File: config.mk
export PLATFORM = sky130hd
export DESIGN_NAME = parking_gate_arbiter
export DESIGN_NICKNAME = d
export VERILOG_FILES = /design/src/rtl/parking_pkg.sv /design/src/rtl/gate_timer.sv /design/src/rtl/parking_gate_arbiter.sv
export SDC_FILE = /design/constraint.sdc
export NUM_CORES = 1
export LEC_CHECK = 0
export ABC_AREA = 0
export ABC_CLOCK_PERIOD_IN_PS = 3400
export BUFFER_PORTS_ARGS = -buffer_cell sky130_fd_sc_hd__buf_2
export CAP_MARGIN = 20
export CORE_AREA = 2 2 50 52
export CTS_CLUSTER_SIZE = 14
export DETAILED_ROUTE_END_ITERATION = 16
export DIE_AREA = 0 0 52 54
export GPL_ROUTABILITY_DRIVEN = 0
export PLACE_DENSITY_LB_ADDON = 0.25
export SLEW_MARGIN = 20
export SYNTH_ARGS = -nofsm -noshare
export SYNTH_HDL_FRONTEND = slang
export SYNTH_SLANG_ARGS = --single-unit
File: constraint.sdc
create_clock -name clk -period 3.4 [get_ports clk]
set_input_delay 0.51 -clock clk [delete_from_list [all_inputs] [get_ports clk]]
set_output_delay 0.51 -clock clk [all_outputs]
set_load 0.02 [all_outputs]
File: src/rtl/parking_pkg.sv
// ============================================================================
// Module      : parking_pkg
// Description : Shared types and default constants for the car park barrier.
// Revision    : 1.0 - initial release
// ============================================================================
`default_nettype none

package parking_pkg;

  typedef enum logic [1:0] {
    IDLE     = 2'b00,
    OPEN_IN  = 2'b01,
    OPEN_OUT = 2'b10,
    CLOSING  = 2'b11
  } state_t;

  localparam logic DIR_IN  = 1'b1;
  localparam logic DIR_OUT = 1'b0;

  localparam int CAPACITY_DEF  = 16;
  localparam int CNT_W_DEF     = 5;
  localparam int TIMEOUT_DEF   = 100;
  localparam int CLOSE_CYC_DEF = 10;

  function automatic int max_int(input int a, input int b);
    return (a > b) ? a : b;
  endfunction

endpackage

`default_nettype wire

File: src/rtl/gate_timer.sv
// ============================================================================
// Module      : gate_timer
// Description : Loadable down-counter; done is high during the value-th cycle
//               after a load and stays high until the next load.
// Revision    : 1.0 - initial release
// ============================================================================
`default_nettype none

module gate_timer #(
  parameter int W = 8
) (
  input  logic         clk,
  input  logic         reset,
  input  logic         load,
  input  logic [W-1:0] value,
  output logic         done
);

  logic [W-1:0] r_cnt;

  // Storing value-1 makes a load of N span exactly N cycles up to done.
  always_ff @(posedge clk or negedge reset) begin
    if (!reset) begin
      r_cnt <= '0;
    end else if (load) begin
      r_cnt <= (value == '0) ? '0 : value - W'(1);
    end else if (r_cnt != '0) begin
      r_cnt <= r_cnt - W'(1);
    end
  end

  assign done = (r_cnt == '0);

endmodule

`default_nettype wire

File: src/rtl/parking_gate_arbiter.sv
// ============================================================================
// Module      : parking_gate_arbiter
// Description : Entry/exit arbiter and occupancy tracker for a single-lane
//               bidirectional barrier. Define PARKING_STATS_EN to add the
//               total_in/total_out passage counters.
// Revision    : 1.0 - initial release
// ============================================================================
`default_nettype none

module parking_gate_arbiter
  import parking_pkg::*;
#(
  parameter int CAPACITY  = CAPACITY_DEF,
  parameter int CNT_W     = CNT_W_DEF,
  parameter int TIMEOUT   = TIMEOUT_DEF,
  parameter int CLOSE_CYC = CLOSE_CYC_DEF
) (
  input  logic             clk,
  input  logic             reset,
  input  logic             entry_req,
  input  logic             exit_req,
  input  logic             car_in,
  input  logic             car_out,
  output logic             gate_open,
  output logic             dir_in,
  output logic             grant_in,
  output logic             grant_out,
  output logic [CNT_W-1:0] count,
  output logic             full,
  output logic             empty,
  output logic             timeout_err,
  output logic             cnt_err
`ifdef PARKING_STATS_EN
  ,
  output logic [15:0]      total_in,
  output logic [15:0]      total_out
`endif
);

  localparam int             TMR_W = $clog2(max_int(TIMEOUT, CLOSE_CYC) + 1);
  localparam logic [CNT_W-1:0] C_CAP = CNT_W'(CAPACITY);

  state_t             r_state, w_state_nxt;
  logic               r_last_served;
  logic [CNT_W-1:0]   r_count, w_count_nxt;
  logic               r_gate_open, r_dir_in, r_grant_in, r_grant_out;
  logic               r_timeout_err, r_cnt_err;
  logic               w_tmr_load, w_tmr_done;
  logic [TMR_W-1:0]   w_tmr_value;
  logic               w_full, w_empty, w_entry_ok, w_exit_ok;
  logic               w_grant_in, w_grant_out, w_timeout, w_cnt_err;
  logic               w_in_only, w_out_only;

  assign w_full     = (r_count == C_CAP);
  assign w_empty    = (r_count == '0);
  assign w_entry_ok = entry_req && !w_full;
  assign w_exit_ok  = exit_req && !w_empty;
  assign w_in_only  = car_in && !car_out;
  assign w_out_only = car_out && !car_in;

  gate_timer #(.W(TMR_W)) u_timer (
    .clk   (clk),
    .reset (reset),
    .load  (w_tmr_load),
    .value (w_tmr_value),
    .done  (w_tmr_done)
  );

  always_ff @(posedge clk or negedge reset) begin
    if (!reset) begin
      r_state       <= IDLE;
      r_last_served <= DIR_OUT;
      r_count       <= '0;
      r_gate_open   <= 1'b0;
      r_dir_in      <= 1'b0;
      r_grant_in    <= 1'b0;
      r_grant_out   <= 1'b0;
      r_timeout_err <= 1'b0;
      r_cnt_err     <= 1'b0;
    end else begin
      r_state       <= w_state_nxt;
      r_count       <= w_count_nxt;
      r_gate_open   <= (w_state_nxt == OPEN_IN) || (w_state_nxt == OPEN_OUT);
      r_dir_in      <= (w_state_nxt == OPEN_IN);
      r_grant_in    <= w_grant_in;
      r_grant_out   <= w_grant_out;
      r_timeout_err <= w_timeout;
      r_cnt_err     <= w_cnt_err;
      if (w_grant_in) begin
        r_last_served <= DIR_IN;
      end else if (w_grant_out) begin
        r_last_served <= DIR_OUT;
      end
    end
  end

  always_comb begin
    w_state_nxt = r_state;
    w_tmr_load  = 1'b0;
    w_tmr_value = TMR_W'(TIMEOUT);
    w_timeout   = 1'b0;
    case (r_state)
      IDLE: begin
        // On a tie, serve the direction that was not served last.
        if (w_entry_ok && (!w_exit_ok || r_last_served == DIR_OUT)) begin
          w_state_nxt = OPEN_IN;
          w_tmr_load  = 1'b1;
        end else if (w_exit_ok) begin
          w_state_nxt = OPEN_OUT;
          w_tmr_load  = 1'b1;
        end
      end
      OPEN_IN, OPEN_OUT: begin
        if ((r_state == OPEN_IN) ? car_in : car_out) begin
          w_state_nxt = CLOSING;
          w_tmr_load  = 1'b1;
          w_tmr_value = TMR_W'(CLOSE_CYC);
        end else if (w_tmr_done) begin
          w_state_nxt = CLOSING;
          w_tmr_load  = 1'b1;
          w_tmr_value = TMR_W'(CLOSE_CYC);
          w_timeout   = 1'b1;
        end
      end
      CLOSING: begin
        if (w_tmr_done) begin
          w_state_nxt = IDLE;
        end
      end
      default: w_state_nxt = IDLE;
    endcase
  end

  always_comb begin
    w_grant_in  = (r_state == IDLE) && (w_state_nxt == OPEN_IN);
    w_grant_out = (r_state == IDLE) && (w_state_nxt == OPEN_OUT);
    w_count_nxt = r_count;
    w_cnt_err   = 1'b0;
    // Sensors are trusted in every state; unexpected passages only flag.
    if (w_in_only) begin
      if (w_full) w_cnt_err = 1'b1;
      else        w_count_nxt = r_count + CNT_W'(1);
      if (r_state != OPEN_IN) w_cnt_err = 1'b1;
    end
    if (w_out_only) begin
      if (w_empty) w_cnt_err = 1'b1;
      else         w_count_nxt = r_count - CNT_W'(1);
      if (r_state != OPEN_OUT) w_cnt_err = 1'b1;
    end
  end

  assign gate_open   = r_gate_open;
  assign dir_in      = r_dir_in;
  assign grant_in    = r_grant_in;
  assign grant_out   = r_grant_out;
  assign count       = r_count;
  assign full        = w_full;
  assign empty       = w_empty;
  assign timeout_err = r_timeout_err;
  assign cnt_err     = r_cnt_err;

`ifdef PARKING_STATS_EN
  logic [15:0] r_total_in, r_total_out;

  always_ff @(posedge clk or negedge reset) begin
    if (!reset) begin
      r_total_in  <= '0;
      r_total_out <= '0;
    end else begin
      if (car_in)  r_total_in  <= r_total_in + 16'd1;
      if (car_out) r_total_out <= r_total_out + 16'd1;
    end
  end

  assign total_in  = r_total_in;
  assign total_out = r_total_out;
`endif

endmodule

`default_nettype wire

; ---- Yosys cells after proc, flatten, opt, wreduce, memory -nomap -nowiden
; Cells that the tools add are included.
; W data, S select, Z words.
[totals]
regBits = 21
in_bits = 6
elab_cells = 77
[classes]
n_addsub = 4
n_eq_ne = 8
muxes = 32
bitwise_logic = 1
n_reduce_logical = 22
[op_table]
columns = op, count
row1 = $mux W7, 6
row2 = $mux W5, 4
row3 = $mux W1, 15
row4 = $logic_not A7 Y1, 2
row5 = $sub A7 B1 Y7 const B, 2
row6 = $mux W2, 5
row7 = $logic_and A1 B1 Y1, 7
row8 = $reduce_bool A7 Y1, 1
row9 = $eq A2 B2 Y1 const B, 3
row10 = $pmux W2 S3, 1
row11 = $add A5 B1 Y5 const B, 1
row12 = $eq A5 B5 Y1 const B, 1
row13 = $logic_not A1 Y1, 5
row14 = $logic_not A5 Y1, 1
row15 = $sub A5 B1 Y5 const B, 1
row16 = $eq A2 B1 Y1 const B, 2
row17 = $reduce_bool A2 Y1, 2
row18 = $logic_not A2 Y1, 1
row19 = $logic_or A1 B1 Y1, 2
row20 = $ne A2 B1 Y1 const B, 1
row21 = $ne A2 B2 Y1 const B, 1
row22 = $pmux W1 S2, 1
row23 = $reduce_or A2 Y1, 1
row24 = $not A1 Y1, 1

; ---- Depth between registers and ports, before layout
; Gate-level depths: netlist of the first run.
[depth]
depth_word = 12
ltp_mapped = 10
ltp_nobuf = 10

; ---- Cells and area by module
; Synthesis of the first run repeated with hierarchy kept, for this count alone.
[hier_totals]
hier_cells = 156
hier_area_um2 = 1535.2
[modules_own_cells]
columns = mod, n_inst, cells_per_inst, area_each_um2, seq_area_each_um2
row1 = parking_gate_arbiter, 1, 98, 975.9, 350.3
row2 = gate_timer, 1, 58, 559.3, 175.2

; ---- Worst setup path after synthesis of the first run
; No wires, ideal clock.
[synth_timing]
path_kind = register to register
start = register r_count[0], in the netlist count[0]
end = register r_last_served
setup_time_ps = 64
arrival_ps = 2097
t_required_ps = 3336
path_slack_ps = 1239
path_stages_with_launch = 9
path_buffers = 0
synth_period_minus_slack_ps = 2161
path_cell_list = dfrtp_1 inv_1 ha_1 or4b_4 a221oi_2 o32a_1 ha_1 and2_1 a21o_1
[synth_between]
elab_chain_cells = 11
word_cells_on_any_way = 18
[synth_lines]
columns = item, line_no
row1 = from (decl), parking_gate_arbiter.sv:45  ; logic [CNT_W-1:0] r_count, w_count_nxt;
row2 = from (signal assigned), parking_gate_arbiter.sv:82  ; r_count <= w_count_nxt;
row3 = $logic_not A5 Y1, parking_gate_arbiter.sv:55  ; assign w_empty = (r_count == '0);
row4 = $logic_not A1 Y1, parking_gate_arbiter.sv:57  ; assign w_exit_ok = exit_req && !w_empty;
row5 = $logic_and A1 B1 Y1, parking_gate_arbiter.sv:57
row6 = $logic_not A1 Y1, parking_gate_arbiter.sv:105  ; if (w_entry_ok && (!w_exit_ok || r_last_served == DIR_OUT)) begin
row7 = $logic_or A1 B1 Y1, parking_gate_arbiter.sv:105
row8 = $logic_and A1 B1 Y1, parking_gate_arbiter.sv:105
row9 = $mux W2 *, parking_gate_arbiter.sv:105
row10 = $pmux W2 S3 *, parking_gate_arbiter.sv:102  ; case (r_state)
row11 = $eq A2 B1 Y1 *, parking_gate_arbiter.sv:135  ; w_grant_in = (r_state == IDLE) && (w_state_nxt == OPEN_IN);
row12 = $logic_and A1 B1 Y1 *, parking_gate_arbiter.sv:135
row13 = via w_grant_in, parking_gate_arbiter.sv:51  ; logic w_grant_in, w_grant_out, w_timeout, w_cnt_err;
row14 = $mux W1 / $reduce_bool A2 Y1 (equally long branches), --
row15 = to (signal assigned), parking_gate_arbiter.sv:72  ; r_last_served <= DIR_OUT;
row16 = to (signal assigned), parking_gate_arbiter.sv:90  ; r_last_served <= DIR_IN;
row17 = to (signal assigned), parking_gate_arbiter.sv:92  ; r_last_served <= DIR_OUT;
row18 = to (decl), parking_gate_arbiter.sv:44  ; logic r_last_served;
; Mark *: on every way through the listed nets, which the timed path passes. The rest lies on a longest branch.
; A chain may end at the register's enable or synchronous reset.

; ---- Worst setup path after layout of the first run
[layout_timing]
start = register u_timer.r_cnt[0]
end = register r_last_served
[layout_between]
elab_chain_cells = 7
word_cells_on_any_way = 11
[layout_lines]
columns = item, line_no
row1 = from (decl), gate_timer.sv:19  ; logic [W-1:0] r_cnt;
row2 = from (signal assigned), gate_timer.sv:26  ; r_cnt <= (value == '0) ? '0 : value - W'(1);
row3 = from (signal assigned), gate_timer.sv:28  ; r_cnt <= r_cnt - W'(1);
row4 = $logic_not A7 Y1 *, gate_timer.sv:32  ; assign done = (r_cnt == '0);
row5 = $mux W2, parking_gate_arbiter.sv:118  ; end else if (w_tmr_done) begin
row6 = $mux W2, parking_gate_arbiter.sv:114  ; if ((r_state == OPEN_IN) ? car_in : car_out) begin
row7 = $pmux W2 S3 *, parking_gate_arbiter.sv:102
row8 = via w_state_nxt[0], parking_gate_arbiter.sv:43  ; state_t r_state, w_state_nxt;
row9 = $eq A2 B1 Y1 *, parking_gate_arbiter.sv:135
row10 = $logic_and A1 B1 Y1 *, parking_gate_arbiter.sv:135
row11 = via w_grant_in, parking_gate_arbiter.sv:51
row12 = $mux W1 / $reduce_bool A2 Y1 (equally long branches), --
; Marked as above.

==> out/results.tsv, run 1 <==
metric	value	unit
clock share of power	9.4	%
crit-path cells	inv_1 -> ha_1 -> nor2b_1 -> nand3b_2 -> a21oi_1 -> o31ai_1 -> ha_1 -> and2_1 -> a21o_1	
CTS buffer count	3	
placed cell count	177	
initial antenna violation count	0	
I/O pins	19	
Maximum Capacitance Violations	0	
vias	1024	
top-area cell type share of the netlist area	40.27	%
Clock Sinks	21	
first-pass GRT wire length	3.967	mm
Routed WL	2.425	mm
Worst R2R Start	u_timer.r_cnt[0]	
Worst Max-Slew Pin Slew	0.5930	ns
Cell Pwr Density	904.7	mW/mm2
Synth area leader	dfrtp_1	
synthesized netlist cell count	133	
Critical Path Fanout Max	8	
Post-synth ARST share	100.0	%
sw frac	45.22	%
r2r worst-path depth	9	
ranking of synthesized cells by area	dfrtp_1 (40%), ha_1 (9.6%), inv_1 (3.7%), a21oi_1 (3.5%), nand2_1 (2.6%)	
synthesized net count	149	
status	complete, no violations	
min Tclk post-route	2.469	ns
fin cells	181	
Worst Setup End Kind	flop	
fmax	405.1	MHz
Worst setup SP type	flop	
CP startpoint	u_timer.r_cnt[0]	
I/O Buffers	18	
# hold bufs at CTS	0	
crit-path most repeated cell	ha_1	
RSZ-0062 raised after global routing	false	
max-slew violations	0	
Final TNS setup	0	ns
clock skew	0.01129	ns
DR iter-0 viols	33	
Vias/cell	5.657	
drt drc	0	
Critical Path Stages	9	
Initial Utilization	56.26	%
Hold Path Class	in -> async	
FF-to-FF End	r_last_served	
Tot GR Track Use	19.11	%
Data arrival, critical path	2.69	ns
H-tree levels	1	
Core Area	0.002320	mm2
min setup slack post-route	0.9314	ns
sequential-to-total area share from yosys stat	40.27	%
Top FF cell, synth	dfrtp_1	
Final setup violation count	0	
critical path data required time	3.62	ns
Ys Warns	0	
layout cells sized above 1	19.87	%
max_slew headroom	60.16	%
number of setup buffers added after CTS	0	
CTS tree	yes	
Combinational Power Share	54.8	%
Site Rows	18	
count leader, synth	dfrtp_1	
worst slack, placed	0.9766	ns
Syn Std Cell Area	0.001305	mm2
maximum VDD drop	561.4	uV
detailed placer's ending HPWL	1.867	mm
Switch Pwr	0.0005872	W
Mean Syn Cell Area	9.812	um2
worst-skew pair later-pin latency	0.31	ns
Layout area overhead	9.971	%
number of enable flip-flop cells after synthesis	0	
Reg clk slew, reported paths	0.12	ns
Synth Register Bits	21	
largest net degree at the start of global routing	22	
die height	54	um
Worst path top cell family by delay	simple AND/OR/NAND/NOR gates	
sequential share of power	35.8	%
fin crit share	72.61	%
Net count, final	168	
root buffer cell	clkbuf_4	
grt total ovfl	0	
Antenna Nets Post-Route	0	
vias in the first global route	898	
Worst path max stage delay	0.42	ns
Lkg Pwr	0.7166	nW
worst path bufs/invs	1	
Die ar.	0.002808	mm2
Post-synth top cells	dfrtp_1 (21), inv_1 (13), ha_1 (10)	
drt wl/cell	13.40	um
clock buffer depth	2	
Ant. Diodes	0	
Critical-path top delay cell	dfrtp_1	
PostCTS Resize Cnt	0	
Pint	0.0007112	W
kind of critical path	reg -> reg	
Die W	52	um
Synth cell types	44	
Hold Fails Final Rpt	0	
worst reg-to-reg setup slack	0.93	ns
TritonRoute pass-1 iters	4	
per-layer routing:
metal	global-route usage [%]	up-vias	wire [um]
met1	26.84	464	1172
li1	-	525	-
met5	0	-	0
met4	7.895	0	32
met2	28.90	30	1074
met3	3.611	5	146
power groups by stage:
stage	clock network, W	registers [W]	logic [W]
6_report	0.000122	0.000465	0.000712
4_1_cts	0.000126	0.000466	0.000720
3_3_place_gp	0	0.000462	0.000701
2_1_floorplan	0	0.000492	0.000532
3_5_place_dp	0	0.000471	0.000716
5_1_grt	0.000136	0.000484	0.000804
stage by stage:
| stage | power [W] | hold slack [ns] | utilization [%] | cell area (um2) |
|---|---|---|---|---|
| floorplan | 0.001024 | 0.2144 | - | 1305 |
| global placement | 0.001163 | 0.4829 | 60.73 | 1409 |
| detailed placement | 0.001186 | 0.4901 | 60.73 | 1409 |
| CTS | 0.001311 | 0.1396 | 61.87 | 1435 |
| global route | 0.001424 | 0.1466 | 61.87 | 1435 |
| finish | 0.001298 | 0.1282 | 61.87 | 1435 |
registers in the layout (all words and copies together) (netlist names):
name / flops
gate_open: 1
grant_out: 1
count: 5
grant_in: 1
r_state: 2
u_timer.r_cnt: 7
dir_in: 1
timeout_err: 1
r_last_served: 1
cnt_err: 1
worst reg2reg max path, stage by stage (launching register included):
cell,delay [ns]
dfrtp_1,0.42
inv_1,0.07
ha_1,0.16
nor2b_1,0.41
nand3b_2,0.26
a21oi_1,0.37
o31ai_1,0.15
ha_1,0.23
and2_1,0.17
a21o_1,0.15
worst max path at each step:
stage                    end  slack [ns]
6_report       r_last_served        0.93
5_1_grt        r_last_served        0.69
4_1_cts        r_last_served        0.95
3_5_place_dp   r_last_served        0.98
3_3_place_gp   r_last_served        1.11
2_1_floorplan  r_last_served        1.24
final cells by class:
type / instances / area, um2
Fill cell: 200 / 884.6
Tap cell: 30 / 37.54
Sequential cell: 21 / 525.5
Multi-Input combinational cell: 95 / 706.9
Inverter: 13 / 48.80
Timing Repair Buffer: 18 / 90.09
Clock buffer: 4 / 26.28
placed cells by master (no fill, tap or decap), drive strengths merged, types with 2 or more instances in the layout:
cell / instances
a21boi: 2
a21o: 2
a21oi: 9
a22o: 2
a31o: 2
a31oi: 3
buf: 18
clkbuf: 4
dfrtp: 21
ha: 10
inv: 13
mux2i: 3
nand2: 9
nand3: 4
nor2: 5
nor2b: 4
nor3: 6
o21ai: 5
o31ai: 2
xnor2: 2
xor2: 3
kinds of logic (layout without fill, tap and decap cells):
family | count (synthesis) | count (layout) | synth area share [%]
fa+ha+maj | 10 | 10 | 9.588
mux | 4 | 4 | 3.164
xor+xnor | 5 | 5 | 3.356
compound gates | 37 | 37 | 20.13
flops | 21 | 21 | 40.27
buf+inv | 17 | 35 | 5.561
simple gates | 39 | 39 | 17.93
(Power assumes the default switching activity.)
==> inputs of run 2 (changes only) <==
Settings changed: ABC_CLOCK_PERIOD_IN_PS 3400 to 2100, CORE_AREA 2 2 50 52 to 2 2 55 57, DIE_AREA 0 0 52 54 to 0 0 57 59.
Clock period 3.4 ns to 2.1 ns, I/O delays scaled along.
==> out/results.tsv, run 2 (synthesis results as in run 1) <==
metric	value	unit
first-pass GRT wire length	4.961	mm
status	complete, no violations	
Hold Path Origin	car_out	
Clock Sinks	21	
Total Power	0.002600	W
final hold slack	0.3334	ns
Vias/cell	5.629	
r2r worst-path depth	8	
Worst path max stage delay	0.49	ns
Hold Fails Final Rpt	0	
Maximum Capacitance Violations	0	
I/O Buffers	18	
Die ar.	0.003363	mm2
DR iter-0 viols	31	
Worst R2R Start	count[1]	
CP startpoint	count[1]	
min Tclk post-route	2.070	ns
Final setup violation count	0	
I/O pins	19	
placed cell count	194	
vias	1154	
grt total ovfl	0	
drt drc	0	
max_slew headroom	67.78	%
worst hold endpoint	cnt_err	
vias in the first global route	1140	
Critical-path top delay cell	or4b_4	
Antenna Nets Post-Route	0	
max reg flops	7	
Ant. Diodes	0	
Net count, final	191	
crit-path cells	inv_2 -> ha_4 -> or4b_4 -> a221oi_4 -> o32a_1 -> ha_2 -> and2_4 -> a21o_1	
fillcell total	225	
worst reg-to-reg setup slack	0.03	ns
die height	59	um
clock skew	0.01628	ns
Tot GR Track Use	18.85	%
Lkg Pwr	0.8537	nW
Worst Setup End Kind	flop	
Final Util	63.34	%
Worst Max-Slew Pin Slew	0.4833	ns
largest net degree at the start of global routing	22	
CTS tree	yes	
Worst setup SP type	flop	
Hold Path Class	in -> reg	
kind of critical path	reg -> reg	
CTS buffer count	3	
Layout area overhead	31.54	%
RSZ-0062 raised after global routing	true	
maximum VDD drop	999.3	uV
root buffer cell	clkbuf_4	
clock buffer depth	2	
H-tree levels	1	
Data arrival, critical path	2.33	ns
Critical Path Fanout Max	3	
max-slew violations	0	
fmax	483.1	MHz
Cell Pwr Density	1514	mW/mm2
FF-to-FF End	r_last_served	
most common cell after layout, fill and taps aside	buf_4	
Biggest register	u_timer.r_cnt	
TritonRoute pass-1 iters	4	
drt wl/cell	14.83	um
Reg clk slew, reported paths	0.13	ns
layout cells sized above 1	40.80	%
Die W	57	um
Initial Utilization	48.15	%
Site Rows	19	
fin crit share	98.57	%
Routed WL	3.040	mm
WHS Path Cells	2	
fin cells	205	
detailed placer's ending HPWL	2.112	mm
critical path data required time	2.36	ns
worst-skew pair later-pin latency	0.31	ns
most frequent cells in the layout	buf_4 (21), dfrtp_1 (19), buf_2 (17)	
Core Area	0.002710	mm2
initial antenna violation count	0	
-- run 2: final cells by class --
cell class	instances	area, um2	area share (%)
flip-flops and latches	21	528.0	30.76
multi-input cells	95	798.3	46.50
clock inverters	1	5.005	0.2915
repair buffers	41	275.3	16.03
clock buffers	3	22.52	1.312
inverters	13	48.80	2.843
well taps	31	38.79	2.259
-- run 2: per-stage QoR --
stage	worst slack, ns	setup TNS (ns)	cell area, um2
floorplan	0.004370	0	1313
global placement	0.05286	0	1536
detailed placement	-0.001607	-0.001607	1536
CTS	0.005170	0	1598
global route	-0.06133	-0.08883	1717
finish	0.03003	0	1717
-- run 2: how the worst max path moves through the flow --
stage,slack [ns],cells past startpoint,end
2_1_floorplan,0.004,8,r_last_served
3_3_place_gp,0.05,8,r_last_served
3_5_place_dp,-0.002,8,r_last_served
4_1_cts,0.005,6,empty
5_1_grt,-0.06,9,r_last_served
6_report,0.03,8,r_last_served
-- run 2: routing by layer --
metal / global-route usage [%] / wire length [um] / up-vias / share of wire (%)
li1: - / - / 566 / -
met1: 24.93 / 1395 / 558 / 46
met2: 31.53 / 1520 / 23 / 50
met3: 2.183 / 68 / 7 / 2.2
met4: 7.973 / 56 / 0 / 1.8
met5: 0 / 0 / - / 0
-- run 2: where the power goes --
| part | internal (W) | leakage [nW] | switching (W) |
|---|---|---|---|
| logic | 0.000824 | 0.579 | 0.000877 |
| clock network | 0.0000710 | 0.0177 | 0.000122 |
| registers | 0.000579 | 0.257 | 0.000127 |
-- run 2: worst max-delay path: cells and delay by family (launching register included) --
family                   cells  cell delay [ns]
AO/OA/AOI/OAI                3             0.60
adder cells (fa/ha/maj)      2             0.30
buffers and inverters        1             0.08
flip-flops                   1             0.42
AND/OR/NAND/NOR              2             0.63
-- run 2: timing repair --
action | CTS | global route
pin swaps | 0 | 6
buffers inserted | 2 | 4
hold buffers | 1 | 0
endpoints found under the hold margin | 21 | 0
gates resized for setup | 3 | 19
setup endpoints to repair | 2 | 5
==> inputs of run 3 (changes only) <==
Settings changed: ABC_AREA 0 to 1.
==> out/results.tsv, run 3 <==
metric	value	unit
Antenna Nets Post-Route	0	
Data arrival, critical path	1.60	ns
Final TNS setup	0	ns
top-area cell type share of the netlist area	39.36	%
max_slew headroom	68.76	%
Worst path max stage delay	0.42	ns
Post-synth ARST share	100.0	%
Hold Path Class	in -> reg	
Vias/cell	4.967	
vias in the first global route	1020	
Final Util	57.11	%
WL met3	110	um
Ant. Diodes	0	
drt wl/cell	12.00	um
kind of critical path	reg -> out	
vias	1063	
I/O Buffers	18	
Die W	57	um
DRT met1 WL	1.246	mm
largest family of logic cells by synthesized area	simple AND/OR/NAND/NOR gates	
TritonRoute pass-1 iters	4	
Worst setup SP type	flop	
Reg clk slew, reported paths	0.12	ns
fillcell total	262	
Cell Pwr Density	755.5	mW/mm2
Switch Pwr	0.0004700	W
Synth area leader	dfrtp_1	
Clock Sinks	21	
I/O pins	19	
Final setup violation count	0	
post-synthesis mux area share	0.7498	%
WL met2	1.160	mm
Layout area overhead	15.93	%
fmax	521.7	MHz
Simple-Gate Fraction of Synth Area	26.71	%
count leader, synth	inv_1	
highest metal used	met4	
Maximum Capacitance Violations	0	
worst-skew pair later-pin latency	0.31	ns
Synth Area in Compound Gates	7.873	%
clock skew	0.0008795	ns
clock buffer depth	2	
Die ar.	0.003363	mm2
Synth Area in XOR/XNOR	7.216	%
fin crit share	91.27	%
Biggest register	u_timer.r_cnt	
Post-Synth Adder-Cell Area	9.372	%
placed inst area	0.001486	mm2
Synth cell types	28	
CTS tree	yes	
root buffer cell	clkbuf_4	
critical path data required time	1.78	ns
most frequent cells in the layout	inv_1 (29), nand2_1 (25), dfrtp_1 (21)	
Post-synth top cells	inv_1 (30), nand2_1 (25), dfrtp_1 (21)	
most common cell after layout, fill and taps aside	inv_1	
first-pass GRT wire length	4.533	mm
drt drc	0	
largest net degree at the start of global routing	22	
number of enable flip-flop cells after synthesis	0	
status	complete, no violations	
Combinational Power Share	39.4	%
Worst Setup End Kind	output port	
max reg flops	7	
Top FF cell, synth	dfrtp_1	
min Tclk post-route	1.917	ns
layout cells sized above 1	25.14	%
detailed placer's ending HPWL	1.985	mm
RSZ-0062 raised after global routing	false	
Lkg Pwr	0.9010	nW
DR iter-0 viols	26	
synthesized netlist cell count	157	
maximum VDD drop	719.6	uV
Critical Path Fanout Max	4	
Initial Utilization	49.26	%
initial antenna violation count	0	
Synth Register Bits	21	
CTS buffer count	3	
sw frac	40.19	%
max-slew violations	0	
Tot GR Track Use	17.61	%
Pint	0.0006993	W
crit-path most repeated cell	inv_1	
crit-path cells	inv_1 -> ha_1 -> nand3_2 -> buf_4 -> inv_1 -> buf_2	
final instance area	0.001548	mm2
die height	59	um
Routed WL	2.569	mm
clock share of power	17.3	%
ranking of synthesized cells by area	dfrtp_1 (39%), ha_1 (9.4%), inv_1 (8.4%), nand2_1 (7.0%), xor2_1 (5.9%)	
grt total ovfl	0	
Worst Max-Slew Pin Slew	0.4685	ns
sequential share of power	43.3	%
Syn Std Cell Area	0.001335	mm2
Ys Warns	0	
Mean Syn Cell Area	8.503	um2
Core Area	0.002710	mm2
sequential-to-total area share from yosys stat	39.36	%
Critical-path top delay cell	dfrtp_1	
Site Rows	19	
synthesized net count	173	
Net count, final	200	
H-tree levels	1	
Hold Fails Final Rpt	0	
run 3: changes by cell type after synthesis, moves of 3 or more:
cell     change
nand2_1     +16
nor3_1       -6
nand4_1      +3
a21oi_1      -6
nor2b_1      -4
inv_1       +17
xor2_1       +6
o21ai_1      +4
nand3_2      +4
nor2_1       +8
a31oi_1      -3
nand2_4      +5
run 3: area by class of cell:
| type | count | area, um2 | area share, % |
|---|---|---|---|
| multi-input cells | 105 | 718.2 | 46.40 |
| flip-flops and latches | 21 | 525.5 | 33.95 |
| repair buffers | 22 | 122.6 | 7.922 |
| inverters | 31 | 116.4 | 7.518 |
| well taps | 31 | 38.79 | 2.506 |
| clock buffers | 4 | 26.28 | 1.698 |
run 3: worst max-delay path, delay by kind of cell, from the launching register on:
family	cells	cell delay, ns
fa+ha+maj	1	0.23
buf+inv	4	0.49
simple gates	1	0.13
flops	1	0.42
run 3: path summary, 6_finish.rpt:
| path | start | to | slack (ns) | depth (start not counted) |
|---|---|---|---|---|
| worst max register to register | count[1] | r_last_served | 0.22 | 11 |
| worst max-delay path | count[1] | full | 0.18 | 6 |
| min in group asynchronous | reset | count[2] | 0.47 | 2 |
| worst min-delay path | car_in | count[3] | 0.31 | 3 |
| worst min register to register | r_last_served | r_last_served | 0.58 | 2 |
| max in group asynchronous | reset | r_state[0] | 1.31 | 2 |
run 3: per-layer routing:
metal,GRT usage [%],vias up
li1,-,548
met4,8.638,0
met5,0,-
met1,25.28,490
met2,26.27,20
met3,2.402,5
run 3: logic make-up after synthesis:
kind of cell,after synthesis
xor+xnor,11
fa+ha+maj,10
mux,1
flops,21
buf+inv,31
compound gates,18
simple gates,65
run 3: per-stage QoR:
stage | total power, W | setup WS, ns | instances | hold slack, ns
CTS | 0.001174 | 0.03914 | 214 | 0.3046
floorplan | 0.0008256 | 0.2053 | 157 | 0.01941
global route | 0.001245 | 0.02952 | 214 | 0.3535
finish | 0.001169 | 0.1833 | 214 | 0.3129
global placement | 0.0009510 | 0.1959 | 209 | 0.3011
detailed placement | 0.0009721 | 0.05453 | 209 | 0.2954
run 3: power by group through the flow:
stage	clock (W)	sequential, W	combinational (W)
4_1_cts	0.000206	0.000505	0.000463
6_report	0.000203	0.000506	0.000461
3_5_place_dp	0	0.000513	0.000459
3_3_place_gp	0	0.000510	0.000441
2_1_floorplan	0	0.000571	0.000254
5_1_grt	0.000223	0.000515	0.000507
run 3: repair_timing:
item,in CTS,in global routing
hold buffers,1,0
gates resized for setup,0,8
setup buffers,0,0
endpoints found under the hold margin,21,0
endpoints found under the setup margin,0,4
